--- config.mk ---
export PLATFORM = sky130hd
export DESIGN_NAME = alu_resp_deserializer
export DESIGN_NICKNAME = d
export VERILOG_FILES = /design/src/rtl/alu_pkg.sv /design/src/rtl/alu_byte_rx.sv /design/src/rtl/alu_resp_deserializer.sv
export SDC_FILE = /design/constraint.sdc
export NUM_CORES = 1
export LEC_CHECK = 0
export ABC_AREA = 0
export CORE_UTILIZATION = 50
export CTS_CLUSTER_SIZE = 10
export DETAILED_ROUTE_END_ITERATION = 12
export GPL_ROUTABILITY_DRIVEN = 0
export PLACE_DENSITY = 0.7
export REMOVE_ABC_BUFFERS = 1
export SETUP_SLACK_MARGIN = 0.4
export SLEW_MARGIN = 20
export SYNTH_ARGS = -nofsm -noshare
export SYNTH_HDL_FRONTEND = slang
export SYNTH_SLANG_ARGS = --single-unit
--- constraint.sdc ---
create_clock -name clk -period 3 [get_ports clk]
set_input_delay 0.6 -clock clk [delete_from_list [all_inputs] [get_ports clk]]
set_output_delay 0.6 -clock clk [all_outputs]
set_load 0.01 [all_outputs]
--- src/rtl/alu_pkg.sv ---
// Shared types and constants for the ALU response receive path.
package alu_pkg;

  typedef enum logic {DATA = 1'b0, CMD = 1'b1} byte_type_t;

  typedef enum logic [1:0] {IDLE, BITS, WAIT_HIGH} rx_state_t;

  // start + type + 8 data + stop
  localparam int BYTE_FRAME_BITS = 11;

  // x^3 + x + 1 with the x^3 term implied
  localparam logic [2:0] CRC3_POLY = 3'b011;

endpackage

--- src/rtl/alu_byte_rx.sv ---
// Serial byte receiver: input synchroniser plus byte-frame FSM.
// Emits one-cycle byte_valid (good stop bit) or stop_err (stop bit low) pulses.
module alu_byte_rx
  import alu_pkg::*;
#(
  parameter int SYNC_STAGES = 2
) (
  input  logic       clk,
  input  logic       rst_n,
  input  logic       sout,
  output logic       byte_valid,
  output byte_type_t byte_type,
  output logic [7:0] byte_data,
  output logic       stop_err
);

  // counter value while the stop bit is on the synchronised line
  localparam logic [3:0] LAST_BIT = 4'(BYTE_FRAME_BITS - 2);

  logic [SYNC_STAGES-1:0] sync;
  logic                   s;
  rx_state_t              state, state_nxt;
  logic [3:0]             cnt;
  logic [8:0]             sr;

  assign s = sync[SYNC_STAGES-1];

  // input flop chain; filled with the idle level on reset
  always_ff @(posedge clk) begin
    if (!rst_n) sync <= '1;
    else        sync <= SYNC_STAGES'({sync, sout});
  end

  // byte FSM state register
  always_ff @(posedge clk) begin
    if (!rst_n) state <= IDLE;
    else        state <= state_nxt;
  end

  // byte FSM next state
  always_comb begin
    state_nxt = state;
    case (state)
      IDLE:      if (!s) state_nxt = BITS;
      BITS:      if (cnt == LAST_BIT) state_nxt = s ? IDLE : WAIT_HIGH;
      WAIT_HIGH: if (s) state_nxt = IDLE;
      default:   state_nxt = IDLE;
    endcase
  end

  // bit counter, {type,data} shifter and registered byte pulses
  always_ff @(posedge clk) begin
    if (!rst_n) begin
      cnt        <= '0;
      sr         <= '0;
      byte_valid <= 1'b0;
      stop_err   <= 1'b0;
      byte_type  <= DATA;
      byte_data  <= '0;
    end else begin
      byte_valid <= 1'b0;
      stop_err   <= 1'b0;
      if (state == BITS) begin
        if (cnt == LAST_BIT) begin
          cnt <= '0;
          if (s) begin
            byte_valid <= 1'b1;
            byte_type  <= byte_type_t'(sr[8]);
            byte_data  <= sr[7:0];
          end else begin
            stop_err <= 1'b1;
          end
        end else begin
          sr  <= {sr[7:0], s};
          cnt <= cnt + 4'd1;
        end
      end else begin
        cnt <= '0;
      end
    end
  end

endmodule

--- src/rtl/alu_resp_deserializer.sv ---
// ALU response deserializer: byte receiver plus packet decoder.
// Result packet: N_DATA_BYTES DATA bytes (MSB first) + CMD {0, flags, crc3}.
// Error packet : single CMD {1, err_flags, parity}.
// Build option ALU_RESP_CRC_CHECK_EN: when defined, crc_ok checks the received
// crc3; otherwise no CRC logic is built and crc_ok is 1 on every result.
module alu_resp_deserializer
  import alu_pkg::*;
#(
  parameter int SYNC_STAGES  = 2,
  parameter int N_DATA_BYTES = 4
) (
  input  logic        clk,
  input  logic        rst_n,
  input  logic        sout,
  output logic        resp_valid,
  output logic [31:0] result,
  output logic [3:0]  flags,
  output logic        crc_ok,
  output logic        err_valid,
  output logic [5:0]  err_flags,
  output logic        parity_ok,
  output logic        frame_err
);

  localparam int             DW    = $clog2(N_DATA_BYTES + 1);
  localparam logic [DW-1:0]  DFULL = DW'(N_DATA_BYTES);

  logic        byte_valid;
  byte_type_t  byte_type;
  logic [7:0]  byte_data;
  logic        stop_err;
  logic [31:0] result_sr;
  logic [DW-1:0] dcnt;
  logic        crc_good;

  alu_byte_rx #(.SYNC_STAGES(SYNC_STAGES)) u_rx (
    .clk        (clk),
    .rst_n      (rst_n),
    .sout       (sout),
    .byte_valid (byte_valid),
    .byte_type  (byte_type),
    .byte_data  (byte_data),
    .stop_err   (stop_err)
  );

`ifdef ALU_RESP_CRC_CHECK_EN
  // bit-serial CRC3, MSB first, init 0
  function automatic logic [2:0] crc3(input logic [36:0] msg);
    logic [2:0] c;
    c = '0;
    for (int i = 36; i >= 0; i--)
      c = {c[1:0], 1'b0} ^ ({3{c[2] ^ msg[i]}} & CRC3_POLY);
    return c;
  endfunction

  assign crc_good = (crc3({result_sr, 1'b0, byte_data[6:3]}) == byte_data[2:0]);
`else
  assign crc_good = 1'b1;
`endif

  // packet decoder: byte stream -> result / error / frame_err pulses
  always_ff @(posedge clk) begin
    if (!rst_n) begin
      dcnt       <= '0;
      result_sr  <= '0;
      resp_valid <= 1'b0;
      result     <= '0;
      flags      <= '0;
      crc_ok     <= 1'b0;
      err_valid  <= 1'b0;
      err_flags  <= '0;
      parity_ok  <= 1'b0;
      frame_err  <= 1'b0;
    end else begin
      resp_valid <= 1'b0;
      err_valid  <= 1'b0;
      frame_err  <= 1'b0;
      if (stop_err) begin
        frame_err <= 1'b1;
        dcnt      <= '0;
      end else if (byte_valid) begin
        if (byte_type == DATA) begin
          if (dcnt < DFULL) begin
            result_sr <= {result_sr[23:0], byte_data};
            dcnt      <= dcnt + 1'b1;
          end else begin
            frame_err <= 1'b1;
            dcnt      <= '0;
          end
        end else if (dcnt == DFULL && !byte_data[7]) begin
          result     <= result_sr;
          flags      <= byte_data[6:3];
          crc_ok     <= crc_good;
          resp_valid <= 1'b1;
          dcnt       <= '0;
        end else if (dcnt == '0 && byte_data[7]) begin
          err_flags <= byte_data[6:1];
          parity_ok <= ~^{1'b1, byte_data[6:0]};
          err_valid <= 1'b1;
        end else begin
          frame_err <= 1'b1;
          dcnt      <= '0;
        end
      end
    end
  end

endmodule
==> flow_summary.json, run 1 <==
{
  "syn_area_um2": 4425,
  "rsz0062_at_grt": "false",
  "cts_num_sinks": 110,
  "vias": 3459,
  "muxShareOfSynthArea": 0,
  "avgSynthCellArea_um2": 8.904,
  "clk_latency_ns": 0.36,
  "synth_top_area_frac": 0.4976,
  "skew_ns": 0.01407,
  "synth_top_family_by_area": "compound AO/OA/AOI/OAI gates",
  "combPwrFrac": 0.021,
  "design_area_um2": 5124,
  "seqPwrFrac": 0.610,
  "critical_path_depth": 3,
  "synth_xor_xnor_area_share": 0.01809,
  "drv_cap": 0,
  "drc": 0,
  "initial_utilization": 0.5280,
  "row_count": 33,
  "cts_tree": "built",
  "crit_path_cell_trace": "or4b_1 -> nand2_1 -> a21boi_1",
  "antenna_cells": 0,
  "clkPwrFrac": 0.368,
  "ioPinCount": 50,
  "place_area_um2": 4927,
  "cts-root-buf": "clkbuf_8",
  "hold_buffers": 0,
  "tightest_slew_ns": 1.115,
  "reg2reg_depth": 3,
  "ant_nets": 0,
  "die_y_um": 96.08,
  "synthTopCellsByArea": "dfxtp_1, a21boi_0, nand3_1",
  "synth_compound_area_frac": 0.2400,
  "ys.warnings.count": 0,
  "setup_viol": 0,
  "drt-total-wl_mm": 8.810,
  "antenna_found_initial": 0,
  "multi_input_area_um2": 2006,
  "htree_levels": 3,
  "grt_pass1_wl_mm": 14.95,
  "slowest_delay_ns": 1.04,
  "cp_num_buf_inv": 0,
  "viasPerCell": 5.473,
  "cts_buffers": 9,
  "post-synth-top-area-cell": "dfxtp_1",
  "yosys.area_share.adder": 0.01131,
  "finalNonFillerCells": 632,
  "min_path_type": "reg -> reg",
  "whs_path_depth": 1,
  "hpwlAfterDp_mm": 5.657,
  "critPathArrivalTime_ns": 2.13,
  "crit_fanout": 32,
  "slowest_stage": "or4b_1",
  "worstSetupPathType": "reg -> reg",
  "first_pass_iters": 4,
  "drv_slew": 0,
  "timing.fmax_ghz": 0.5319,
  "drtIter0Drc": 158,
  "outcome": "completed",
  "switching_power_mw": 0.5239,
  "p_leak_nw": 1.664,
  "track_usage": 0.2089,
  "final_layout_size_suffix_gt1_frac": 0.05503,
  "hold_viol_final": 0,
  "relSlewSlack": 0.2567,
  "grt_overflow": 0,
  "clkTransAtPathRegs_ns": 0.10,
  "syn_inst": 497,
  "fill_cells": 761,
  "seq_area_frac_synth": 0.4976,
  "endpoint_kind": "register",
  "nets": 530,
  "cts_setup_buffers": 0,
  "max-vdd-ir-drop_uv": 333.3,
  "cp_top_family": "simple AND/OR/NAND/NOR gates",
  "fin_crit_ns": 1.880,
  "setup_tns_ns": 0,
  "wl_per_cell_um": 13.94,
  "grt_pass1_vias": 3121,
  "die_area_um2": 9231,
  "internal_power_mw": 1.877,
  "finalCritPeriodShare": 0.6266,
  "area_growth_pct": 15.78,
  "p_sw_frac": 0.2182,
  "synth_cell_types": 33,
  "portBuffers": 49,
  "yosys.area_share.simple": 0.1812,
  "ff_latch_area_um2": 2202,
  "grt_max_degree": 46,
  "core_area_um2": 8382,
  "cts_resized": 0,
  "place_inst": 617,
  "power_density_nw_per_um2": 468.6,
  "dieWidth_um": 96.08,
  "start_kind": "register",
  "ys_seq_elements": 110,
  "ctsLongestPathBuffers": 2,
  "cp.required_ns": 3.25
}
through the flow:
step | hold WS (ns) | worst slack, ns | power (mW) | util
final | 0.4199 | 1.120 | 2.401 | 0.6113
after global routing | 0.4443 | 0.9622 | 2.490 | 0.6113
after CTS | 0.4231 | 1.099 | 2.422 | 0.6113
after detailed placement | 0.3954 | 1.101 | 1.551 | 0.5878
after global placement | 0.3932 | 1.147 | 1.550 | 0.5878
after floorplan | 0.3863 | 0.8766 | 1.525 | -
registers in the layout, summed over array words and instances (netlist names), 2 cells and up:
| signal | count |
|---|---|
| dcnt | 3 |
| u_rx.sr | 9 |
| u_rx.cnt | 4 |
| err_flags | 6 |
| flags | 4 |
| result | 32 |
| u_rx.state | 2 |
| u_rx.sync | 2 |
| u_rx.byte_data | 8 |
| result_sr | 32 |
layout by cell type (no fill, tap or decap), types with 4 or more instances in the layout:
| cell | count |
|---|---|
| a21boi_1 | 33 |
| inv_1 | 4 |
| nor2b_1 | 4 |
| nand3_1 | 62 |
| nand2_1 | 67 |
| clkbuf_8 | 9 |
| a21boi_0 | 60 |
| buf_4 | 9 |
| a21oi_1 | 5 |
| nand2b_1 | 7 |
| nor2_1 | 8 |
| o21ai_0 | 61 |
| ha_1 | 4 |
| dfxtp_1 | 110 |
| clkdlybuf4s50_1 | 48 |
layout make-up:
class / instances / share of cell area
clock buffers: 9 / 0.02418
clock inverters: 6 / 0.01416
inverters: 4 / 0.002930
multi-input cells: 339 / 0.3915
flip-flops and latches: 110 / 0.4298
well taps: 105 / 0.02564
repair buffers: 59 / 0.1118
power groups by stage:
stage	combinational, mW	clock, mW	sequential, mW
finish	0.0513	0.884	1.47
global route	0.0565	0.967	1.47
CTS	0.0516	0.905	1.47
detailed placement	0.0515	0	1.50
global placement	0.0513	0	1.50
floorplan	0.0261	0	1.50
per-layer routing:
layer  wire length (um)  up-vias  global-route usage
met5                  0        -                   0
met4                 74        0             0.07090
met3                318        4             0.04818
met2               4193       61              0.3351
met1               4224     1624              0.2757
li1                   -     1770                   -
worst reg2reg max path, stage by stage (launching register included):
cell and delay, ns:
dfxtp_1 0.42, or4b_1 1.05, nand2_1 0.24, a21boi_1 0.08
Yosys cell counts:
cell type,number
xnor2_1,3
nor2b_1,5
o21ai_0,61
ha_1,4
a21boi_1,33
buf_2,12
and3_1,3
nand3b_1,2
nor3_1,3
o21a_1,1
inv_1,4
clkbuf_1,26
o221a_2,1
a22oi_1,1
xor2_1,1
nor4b_2,1
dfxtp_1,110
buf_6,4
and4b_1,2
buf_1,1
xnor3_1,2
nand3_1,62
a21o_1,1
nor3b_1,2
nand4b_1,1
nand2b_1,7
a21oi_1,5
nor2_1,8
a21boi_0,60
or4b_1,1
and3b_1,2
buf_4,1
nand2_1,67
path summary, 6_finish.rpt:
kind	start	endpoint	slack, ns
worst max-delay path	dcnt[2]	result_sr[16]	1.12
worst min-delay path	u_rx.sync[0]	u_rx.sync[1]	0.42
worst max register to register	dcnt[2]	result_sr[16]	1.12
worst min register to register	u_rx.sync[0]	u_rx.sync[1]	0.42
cells by family (layout without fill, tap and decap cells):
| logic type | after synthesis | in the layout |
|---|---|---|
| simple gates | 166 | 166 |
| compound gates | 163 | 163 |
| flops | 110 | 110 |
| xor+xnor | 6 | 6 |
| fa+ha+maj | 4 | 4 |
| buf+inv | 48 | 78 |
No activity file was read; power rests on OpenSTA's default activity.
==> inputs of run 2 (changes only) <==
- clock period: 3 -> 1.79 ns (I/O delays scaled with it)
==> run 2 against run 1 <==
Effect of this change: utilization up 11 points; non-clock buffer count increased by 37; combinational power up 84%; clock power up 87%; sequential power rose by 67%; final cell count up 6.2%; global-route usage increased by 1.6 points; critical path type unchanged; critical endpoint is now result_sr[17]; highest routed layer unchanged.
==> flow_summary.json, run 2 (same netlist as run 1, synthesis figures left out) <==
{
  "outcome": "completed",
  "final_cell_mix": "dfxtp_1, a21boi_1, nand3_1",
  "rsz0062_at_grt": "true",
  "nets": 568,
  "slowest_delay_ns": 0.61,
  "die_y_um": 96.08,
  "drv_slew": 0,
  "max-vdd-ir-drop_uv": 536.7,
  "antenna_found_initial": 0,
  "grt_max_degree": 43,
  "track_usage": 0.2251,
  "power.total_mw": 4.199,
  "drv_cap": 0,
  "antenna_cells": 0,
  "drc": 0,
  "critPathArrivalTime_ns": 1.76,
  "portBuffers": 49,
  "r2r_setup_slack_ns": 0.29,
  "start_kind": "register",
  "row_count": 33,
  "dieWidth_um": 96.08,
  "grt_overflow": 0,
  "hold_viol_final": 0,
  "cts_num_sinks": 110,
  "hold-worst-slack_ns": 0.3429,
  "finalCritPeriodShare": 0.8360,
  "first_pass_iters": 4,
  "grt_pass1_vias": 3298,
  "timing.fmax_ghz": 0.6682,
  "worstSetupPathType": "reg -> reg",
  "power_density_nw_per_um2": 698.9,
  "ctsLongestPathBuffers": 2,
  "cts_buffers": 9,
  "cts_tree": "built",
  "setup_viol": 0,
  "viasPerCell": 5.741,
  "hold_buffers": 0,
  "ioPinCount": 50,
  "final_common_cell": "dfxtp_1",
  "ant_nets": 0,
  "top_regs": "result: 32 flops, result_sr: 32 flops, u_rx.sr: 9 flops",
  "final_layout_size_suffix_gt1_frac": 0.2792,
  "p_leak_nw": 2.180,
  "min_path_type": "in -> reg",
  "drt-total-wl_mm": 11.17,
  "grt_pass1_wl_mm": 15.97,
  "hpwlAfterDp_mm": 5.961,
  "wl_per_cell_um": 16.65,
  "crit_path_cell_trace": "buf_6 -> or4b_4 -> clkbuf_16 -> nand2_4 -> a21boi_1",
  "slowest_stage": "or4b_4",
  "endpoint_kind": "register",
  "initial_utilization": 0.5280,
  "vias": 3852,
  "cp.required_ns": 2.05,
  "area_growth_pct": 35.76,
  "die_area_um2": 9231,
  "fin_crit_ns": 1.496,
  "core_area_um2": 8382,
  "htree_levels": 3,
  "skew_ns": 0.01338,
  "final_util": 0.7168,
  "drtIter0Drc": 179,
  "cts-root-buf": "clkbuf_8",
  "clk_latency_ns": 0.37,
  "tightest_slew_ns": 0.4475,
  "clkTransAtPathRegs_ns": 0.11,
  "relSlewSlack": 0.7004,
  "crit_fanout": 6
}
==> run 2: cell count changes in the layout (fill, tap and decap cells not counted), sizes merged <==
cell	previous run	this run
clkbuf	9	18
bufinv	1	2
dlygate4sd2	0	27
buf	11	44
clkinvlp	0	2
and4b	2	3
clkdlybuf4s15	0	15
clkdlybuf4s50	48	1
clkinv	4	2
==> run 2: repair_timing <==
item                                    CTS  global route
endpoints found under the hold margin     0             0
gates cloned                              4             9
pin swaps                                 3            67
endpoints found under the setup margin  119           109
setup buffers                             7             8
resized for setup                        89           199
==> run 2: per-stage QoR <==
stage	instance area (um^2)	worst slack, ns	cells	setup TNS [ns]
floorplan	4212	-0.3334	453	-23.02
global placement	5015	0.3087	627	0
detailed placement	5015	0.2123	627	0
CTS	5390	0.3331	654	0
global route	6008	0.2117	671	0
finish	6008	0.2935	671	0
==> run 2: metal layers <==
layer / global-route usage / wire [um] / vias up
li1: - / - / 1856
met4: 0.09328 / 151 / 0
met5: 0 / 0 / -
met1: 0.2917 / 4885 / 1880
met3: 0.04028 / 442 / 14
met2: 0.3682 / 5689 / 102
==> run 2: worst paths after layout <==
path	end	startpoint	cells past startpoint
worst min-delay path	err_flags[5]	rst_n	2
worst max-delay path	result_sr[17]	dcnt[2]	5
worst min register to register	u_rx.sync[1]	u_rx.sync[0]	1
worst max register to register	result_sr[17]	dcnt[2]	5
==> run 2: layout make-up <==
cell class | count | area, um^2
Fill cell | 631 | 2374
Sequential cell | 110 | 2213
Tap cell | 105 | 131.4
Multi-Input combinational cell | 340 | 2361
Inverter | 4 | 15.01
Timing Repair Buffer | 96 | 1066
Clock inverter | 7 | 97.59
Clock buffer | 9 | 123.9
==> run 2: critical path, delay by kind of cell (launching register included) <==
kind,cells,cell delay [ns]
and+or+nand+nor,2,0.67
DFF,1,0.34
buffers and inverters,2,0.33
AOI/OAI and AO/OA,1,0.06
==> run 2: report_power, final <==
part	switching [mW]	internal, mW	total [mW]
clock	0.855	0.793	1.65
sequential	0.00488	2.45	2.46
combinational	0.0484	0.0461	0.0944
total	0.909	3.29	4.20
